**src/rtl/i2c_slave_regfile_pkg.sv**
```systemverilog
// Shared types and constants for the I2C register-file slave.
package i2c_slave_pkg;

  localparam int   BYTE_W = 8;
  localparam logic ACK    = 1'b0;
  localparam logic NACK   = 1'b1;

  typedef enum logic [3:0] {
    ST_IDLE      = 4'd0,
    ST_ADDR      = 4'd1,
    ST_ADDR_ACK  = 4'd2,
    ST_PTR       = 4'd3,
    ST_PTR_ACK   = 4'd4,
    ST_WDATA     = 4'd5,
    ST_WDATA_ACK = 4'd6,
    ST_RDATA     = 4'd7,
    ST_RDATA_ACK = 4'd8,
    ST_IGNORE    = 4'd9
  } state_e;

  function automatic logic maj3(input logic a, input logic b, input logic c);
    return (a & b) | (a & c) | (b & c);
  endfunction

endpackage

```
**src/rtl/i2c_slave_regfile_line_sync.sv**
```systemverilog
// i2c_line_sync: two-flop synchroniser plus registered level/rise/fall for one bus line.
// Define I2C_SLAVE_GLITCH_FILTER_EN to insert a 3-sample majority filter (+1 clk latency).
module i2c_line_sync (
  input  logic clk,
  input  logic rst,
  input  logic line_in,
  output logic level,
  output logic rise,
  output logic fall
);

  logic meta_r;
  logic sync_r;
  logic clean_s;
  logic lvl_r;
  logic rise_r;
  logic fall_r;

  // Synchroniser; idle bus level is high so reset to 1 to avoid a false edge
  always_ff @(posedge clk) begin
    if (rst) begin
      meta_r <= 1'b1;
      sync_r <= 1'b1;
    end else begin
      meta_r <= line_in;
      sync_r <= meta_r;
    end
  end

`ifdef I2C_SLAVE_GLITCH_FILTER_EN
  logic [1:0] hist_r;

  // Two previous samples; a single-cycle pulse can never win the vote
  always_ff @(posedge clk) begin
    if (rst) begin
      hist_r <= 2'b11;
    end else begin
      hist_r <= {hist_r[0], sync_r};
    end
  end

  assign clean_s = i2c_slave_pkg::maj3(sync_r, hist_r[0], hist_r[1]);
`else
  assign clean_s = sync_r;
`endif

  // Level and edge flags are registered together so they stay coherent
  always_ff @(posedge clk) begin
    if (rst) begin
      lvl_r  <= 1'b1;
      rise_r <= 1'b0;
      fall_r <= 1'b0;
    end else begin
      lvl_r  <= clean_s;
      rise_r <= clean_s & ~lvl_r;
      fall_r <= ~clean_s & lvl_r;
    end
  end

  assign level = lvl_r;
  assign rise  = rise_r;
  assign fall  = fall_r;

endmodule

```
**src/rtl/i2c_slave_regfile.sv**
```systemverilog
// i2c_slave_regfile: clk-oversampled I2C slave with NUM_REGS byte registers and auto-increment pointer.
// Optional glitch filter on SCL/SDA enabled by defining I2C_SLAVE_GLITCH_FILTER_EN.
module i2c_slave_regfile
  import i2c_slave_pkg::*;
#(
  parameter  int NUM_REGS = 4,
  localparam int PTR_W    = $clog2(NUM_REGS)
) (
  input  logic                       clk,
  input  logic                       rst,
  input  logic [6:0]                 slave_addr,
  input  logic                       scl_in,
  input  logic                       sda_in,
  output logic                       sda_oe,
  output logic [BYTE_W*NUM_REGS-1:0] regs_out,
  output logic                       wr_stb,
  output logic [PTR_W-1:0]           wr_idx,
  output logic                       busy
);

  logic scl_lvl_s, scl_rise_s, scl_fall_s;
  logic sda_lvl_s, sda_rise_s, sda_fall_s;
  logic start_s, stop_s;

  i2c_line_sync u_scl_sync (
    .clk     (clk),
    .rst     (rst),
    .line_in (scl_in),
    .level   (scl_lvl_s),
    .rise    (scl_rise_s),
    .fall    (scl_fall_s)
  );

  i2c_line_sync u_sda_sync (
    .clk     (clk),
    .rst     (rst),
    .line_in (sda_in),
    .level   (sda_lvl_s),
    .rise    (sda_rise_s),
    .fall    (sda_fall_s)
  );

  // An SDA edge coinciding with an SCL edge is treated as a data change
  assign start_s = sda_fall_s & scl_lvl_s & ~scl_rise_s & ~scl_fall_s;
  assign stop_s  = sda_rise_s & scl_lvl_s & ~scl_rise_s & ~scl_fall_s;

  state_e              state_r, state_s;
  logic [2:0]          cnt_r, cnt_s;
  logic [BYTE_W-1:0]   shift_r, shift_s;
  logic [BYTE_W-1:0]   tx_r, tx_s;
  logic [6:0]          addr_r, addr_s;
  logic [PTR_W-1:0]    ptr_r, ptr_s, ptr_inc_s;
  logic [BYTE_W-1:0]   regs_r [NUM_REGS];
  logic [BYTE_W-1:0]   regs_s [NUM_REGS];
  logic                sda_oe_r, sda_oe_s;
  logic                wr_stb_r, wr_stb_s;
  logic [PTR_W-1:0]    wr_idx_r, wr_idx_s;
  logic                busy_r, busy_s;
  logic [BYTE_W-1:0]   byte_s;

  assign ptr_inc_s = ptr_r + PTR_W'(1);
  assign byte_s    = {shift_r[6:0], sda_lvl_s};

  // Next-state and next-output logic; SCL edges take priority over START/STOP
  always_comb begin
    state_s  = state_r;
    cnt_s    = cnt_r;
    shift_s  = shift_r;
    tx_s     = tx_r;
    addr_s   = addr_r;
    ptr_s    = ptr_r;
    regs_s   = regs_r;
    sda_oe_s = sda_oe_r;
    wr_stb_s = 1'b0;
    wr_idx_s = wr_idx_r;
    busy_s   = (state_r == ST_ADDR_ACK) ? 1'b1 : busy_r;

    if (scl_rise_s) begin
      case (state_r)
        ST_ADDR: begin
          shift_s = byte_s;
          cnt_s   = cnt_r + 3'd1;
          if (cnt_r == 3'd7) begin
            if ((byte_s[7:1] == addr_r) && (addr_r != 7'h00)) begin
              state_s = ST_ADDR_ACK;
            end else begin
              state_s = ST_IGNORE;
              busy_s  = 1'b0;
            end
          end else begin
            state_s = ST_ADDR;
          end
        end
        ST_ADDR_ACK: begin
          cnt_s = 3'd0;
          if (shift_r[0]) begin
            state_s = ST_RDATA;
            tx_s    = regs_r[ptr_r];
          end else begin
            state_s = ST_PTR;
          end
        end
        ST_PTR: begin
          shift_s = byte_s;
          cnt_s   = cnt_r + 3'd1;
          if (cnt_r == 3'd7) begin
            ptr_s   = byte_s[PTR_W-1:0];
            state_s = ST_PTR_ACK;
          end else begin
            state_s = ST_PTR;
          end
        end
        ST_WDATA: begin
          shift_s = byte_s;
          cnt_s   = cnt_r + 3'd1;
          if (cnt_r == 3'd7) begin
            regs_s[ptr_r] = byte_s;
            wr_stb_s      = 1'b1;
            wr_idx_s      = ptr_r;
            ptr_s         = ptr_inc_s;
            state_s       = ST_WDATA_ACK;
          end else begin
            state_s = ST_WDATA;
          end
        end
        ST_PTR_ACK, ST_WDATA_ACK: begin
          cnt_s   = 3'd0;
          state_s = ST_WDATA;
        end
        ST_RDATA: begin
          cnt_s = cnt_r + 3'd1;
          if (cnt_r == 3'd7) begin
            state_s = ST_RDATA_ACK;
          end else begin
            state_s = ST_RDATA;
          end
        end
        ST_RDATA_ACK: begin
          cnt_s = 3'd0;
          if (sda_lvl_s == ACK) begin
            ptr_s   = ptr_inc_s;
            tx_s    = regs_r[ptr_inc_s];
            state_s = ST_RDATA;
          end else begin
            state_s = ST_IGNORE;
          end
        end
        default: begin
          state_s = state_r;
        end
      endcase
    end else if (scl_fall_s) begin
      case (state_r)
        ST_ADDR_ACK, ST_PTR_ACK, ST_WDATA_ACK: begin
          sda_oe_s = 1'b1;
        end
        ST_RDATA: begin
          sda_oe_s = ~tx_r[7];
          tx_s     = {tx_r[6:0], 1'b0};
        end
        default: begin
          sda_oe_s = 1'b0;
        end
      endcase
    end else if (start_s) begin
      state_s  = ST_ADDR;
      cnt_s    = 3'd0;
      addr_s   = slave_addr;
      sda_oe_s = 1'b0;
    end else if (stop_s) begin
      state_s  = ST_IDLE;
      cnt_s    = 3'd0;
      sda_oe_s = 1'b0;
      busy_s   = 1'b0;
    end else begin
      state_s = state_r;
    end
  end

  // State and output registers
  always_ff @(posedge clk) begin
    if (rst) begin
      state_r  <= ST_IDLE;
      cnt_r    <= 3'd0;
      shift_r  <= 8'h00;
      tx_r     <= 8'h00;
      addr_r   <= 7'h00;
      ptr_r    <= '0;
      regs_r   <= '{default: 8'h00};
      sda_oe_r <= 1'b0;
      wr_stb_r <= 1'b0;
      wr_idx_r <= '0;
      busy_r   <= 1'b0;
    end else begin
      state_r  <= state_s;
      cnt_r    <= cnt_s;
      shift_r  <= shift_s;
      tx_r     <= tx_s;
      addr_r   <= addr_s;
      ptr_r    <= ptr_s;
      regs_r   <= regs_s;
      sda_oe_r <= sda_oe_s;
      wr_stb_r <= wr_stb_s;
      wr_idx_r <= wr_idx_s;
      busy_r   <= busy_s;
    end
  end

  for (genvar k = 0; k < NUM_REGS; k++) begin : g_regs_out
    assign regs_out[BYTE_W*k +: BYTE_W] = regs_r[k];
  end

  assign sda_oe = sda_oe_r;
  assign wr_stb = wr_stb_r;
  assign wr_idx = wr_idx_r;
  assign busy   = busy_r;

endmodule

```
**config.mk**
```make
export PLATFORM = sky130hd
export DESIGN_NAME = i2c_slave_regfile
export DESIGN_NICKNAME = d
export VERILOG_FILES = /design/src/rtl/i2c_slave_regfile_pkg.sv /design/src/rtl/i2c_slave_regfile_line_sync.sv /design/src/rtl/i2c_slave_regfile.sv
export SDC_FILE = /design/constraint.sdc
export NUM_CORES = 1
export LEC_CHECK = 0
export BUFFER_PORTS_ARGS = -buffer_cell sky130_fd_sc_hd__buf_4
export CAP_MARGIN = 20
export CORE_UTILIZATION = 52
export DETAILED_ROUTE_END_ITERATION = 7
export HOLD_SLACK_MARGIN = 0.12
export PLACE_DENSITY = 0.74
export REMOVE_ABC_BUFFERS = 1
export SLEW_MARGIN = 10
export SYNTH_ARGS = -nofsm -noshare
export SYNTH_HDL_FRONTEND = slang
export SYNTH_SLANG_ARGS = --single-unit
```
**constraint.sdc**
```tcl
create_clock -name clk -period 2.35 [get_ports clk]
set_input_delay 0.47 -clock clk [delete_from_list [all_inputs] [get_ports clk]]
set_output_delay 0.47 -clock clk [all_outputs]
set_load 0.005 [all_outputs]
```
==> impl_metrics.csv <==
group,metric,value,unit
status,status,"complete, no violations",
layout,final_area,4504,sq um
global_routing,grt_max_degree,32,
global_routing,grt-ovfl-total,0,
logic_synthesis,synth_top_area_cell,"dfxtp_1",
timing,min_period_over_period,88.16,%
clocking,clock_latency,350,ps
critical_path,critPathRequiredTime,2580,ps
critical_path,cp_cell_sequence,"ha_1, ha_1, and4b_1, and3_1, buf_12, nand2_1, nand2_1, a21oi_1",
critical_path,ff2ff_path_depth,8,
timing,slew_violations,0,
logic_synthesis,yosysUniqueCellTypes,53,
clocking,post_cts_resized,0,
power,comb_power_share,2.7,%
flow_run,maxCapViolCount,0,
global_routing,grt_first_pass_wirelength,15550,um
timing,max_freq,0.4827,GHz
floorplanning,die-area,7722,sq um
place,pre_cts_slack,329.9,ps
logic_synthesis,netlist_area,3835,sq um
critical_path,worstSetupStartpointType,"flop",
detailed_routing,vias,3362,
detailed_routing,drtIter0Drc,379,
critical_path,cp_top_family,"simple AND/OR/NAND/NOR gates",
clocking,tritoncts,"built",
clocking,cts_max_level,3,
critical_path,cp_data_arrival_time,2300,ps
critical_path,crit_type,"reg -> reg",
power,swShare,19.83,%
logic_synthesis,netlist_instances,437,
timing,period_needed,2072,ps
critical_path,cp_max_fo,25,
global_routing,antenna_found_initial,0,
logic_synthesis,synth_edf_count,0,
clocking,cts_num_sinks,78,
timing,final-hold-violation-count,0,
logic_synthesis,synth_warnings,0,
worst_hold_path,hold_path.class,"in -> reg",
timing,worst_hold_slack,314.2,ps
layout,fin_cells,570,
critical_path,crit_path_top_delay_cell,"dfxtp_1",
logic_synthesis,synth_area_leaders,"dfxtp_1, mux4_2, nand2_1",
floorplanning,rows,30,
place,portBuffers,47,
floorplanning,core_area,6944,sq um
detailed_routing,drt-total-wl,9559,um
detailed_routing,viasPerCell,5.898,
logic_synthesis,yosys_most_used_dff,"dfxtp_1",
logic_synthesis,synth_top_area_share,40.72,%
floorplanning,initial_utilization,55.23,%
detailed_routing,drt-pass1-iter-count,5,
floorplanning,ios,48,
detailed_routing,wire_per_inst,16.77,um
clocking,cts_buffer_depth,2,
logic_synthesis,synth_seq_cells,78,
timing,rsz0062_at_grt,"no",
power,pwr_density_cell,608.9,nW/um^2
layout,num_antenna_cells,0,
critical_path,cp_num_buf_inv,1,
place,place_area,4234,sq um
layout,areaGrowthSynthToFinish,17.46,%
detailed_routing,ant_nets,0,
timing,timing.final.ws_setup,278.3,ps
clocking,postCtsHoldBufs,0,
power,irDropWorstVdd,0.5593,mV
clocking,cts_root_buf,"clkbuf_8",
layout,nets,486,
global_routing,grtUsageTotal,26.73,%
critical_path,worst-path-stages,8,
timing,tightest_slew,706.2,ps
power,power.share.clock,48.5,%
detailed_routing,drc,0,
power,seq_power_share,48.8,%
power,switching_power,543.7,uW
place,place_congestion,0.9038,
timing,maxSlewHeadroom,52.86,%
timing,setup-tns-final,0,ps
clocking,clkSlewWorstSetupHoldPaths,80,ps
clocking,numCtsBuffers,9,
place,placed_cells,554,
global_routing,grt_pass1_vias,3090,
power,p_int,2199,uW
critical_path,slowest_delay,360,ps
logic_synthesis,syn_area_per_cell,8.776,sq um
timing,setup_violations,0,
place,place_hpwl,6662,um
worst_hold_path,whs_path_depth,2,
logic_synthesis,async_flop_share,0,%
clocking,post_cts_buffers,0,
layout,drive_above_1_share,22.78,%
floorplanning,die_h,87.88,um
timing,skew,7.014,ps
critical_path,cp-end-kind,"flop",
floorplanning,die_w,87.88,um
logic_synthesis,ys_seq_area_share,40.72,%
power,power.leakage,0.001676,uW
-- registers in the layout, indices dropped and copies added (netlist names), 2 cells and up --
register and count:
regs_out 32, tx_r 8, addr_r 7, shift_r 7, state_r 4, cnt_r 3
ptr_r 2, wr_idx 2
-- synthesized netlist by cell type (all sizes together), types with 2 or more instances --
master	number
dfxtp	78
nand2	73
a21oi	54
nand3	40
nor2	28
clkbuf	23
buf	16
mux4	16
mux2i	10
inv	8
a22o	7
a31oi	7
o21ai	7
or2	7
xor2	7
ha	6
nor3	5
and3	4
a221oi	3
and2	3
nor4	3
o22ai	3
or3b	3
and4b	2
nor3b	2
o221ai	2
xnor2	2
-- worst paths after layout --
| path | start | endpoint | slack [ps] |
|---|---|---|---|
| worst max-delay path | cnt_r[0] | regs_out[29] | 280 |
| worst min-delay path | scl_in | u_scl_sync.meta_r | 310 |
| worst max register to register | cnt_r[0] | regs_out[29] | 280 |
| worst min register to register | u_scl_sync.meta_r | u_scl_sync.clean_s | 420 |
-- worst reg2reg max path, cell delays in order, from the launching register on --
cell	delay, ps
dfxtp_1	360
ha_1	170
ha_1	260
and4b_1	240
and3_1	300
buf_12	200
nand2_1	210
nand2_1	140
a21oi_1	80
-- final cells by class --
type                            count  area [sq um]
Inverter                            8         30.03
Tap cell                           96         120.1
Clock buffer                       10         137.6
Timing Repair Buffer               60         462.9
Multi-Input combinational cell    312          2059
Sequential cell                    78          1562
Fill cell                         581          2440
Clock inverter                      6         132.6
-- cells by family after synthesis --
| logic type | count (synthesis) | synth area share, % |
|---|---|---|
| AND/OR/NAND/NOR | 177 | 22.02 |
| AO/OA/AOI/OAI | 93 | 15.27 |
| flip-flops | 78 | 40.72 |
| buffers and inverters | 47 | 5.579 |
| multiplexers | 27 | 12.40 |
| XOR/XNOR | 9 | 2.056 |
| adder cells (fa/ha/maj) | 6 | 1.958 |
-- power groups by stage --
stage	logic, uW	clock network, uW	registers [uW]
2_1_floorplan	28.7	0	1370
3_3_place_gp	72.4	0	1370
3_5_place_dp	73.8	0	1370
4_1_cts	75.0	1350	1340
5_1_grt	82.8	1410	1340
6_report	74.9	1330	1340
-- cell usage in the layout (no fill, tap or decap), types with 5 or more instances in the layout --
cell	n
inv_1	8
ha_1	6
dfxtp_1	78
clkbuf_8	10
o21ai_0	7
or2_2	7
buf_4	59
nand2_1	73
mux4_2	16
a21oi_1	52
nor3_1	5
xor2_1	7
nand3_1	40
a22o_1	7
mux2i_1	10
a31oi_1	7
nor2_1	28
-- routing by layer --
layer | up-vias | GRT usage [%] | routed length, um
met3 | 17 | 4.901 | 722
met4 | 0 | 10.73 | 155
met5 | - | 4.545 | 0
met1 | 1593 | 37.40 | 4217
li1 | 1610 | - | -
met2 | 142 | 40.45 | 4463
-- stage by stage --
stage	utilization [%]	power, uW
finish	64.86	2743
global route	64.86	2828
CTS	64.86	2759
detailed placement	60.97	1443
global placement	60.97	1442
floorplan	-	1397
(Power assumes the default switching activity.)
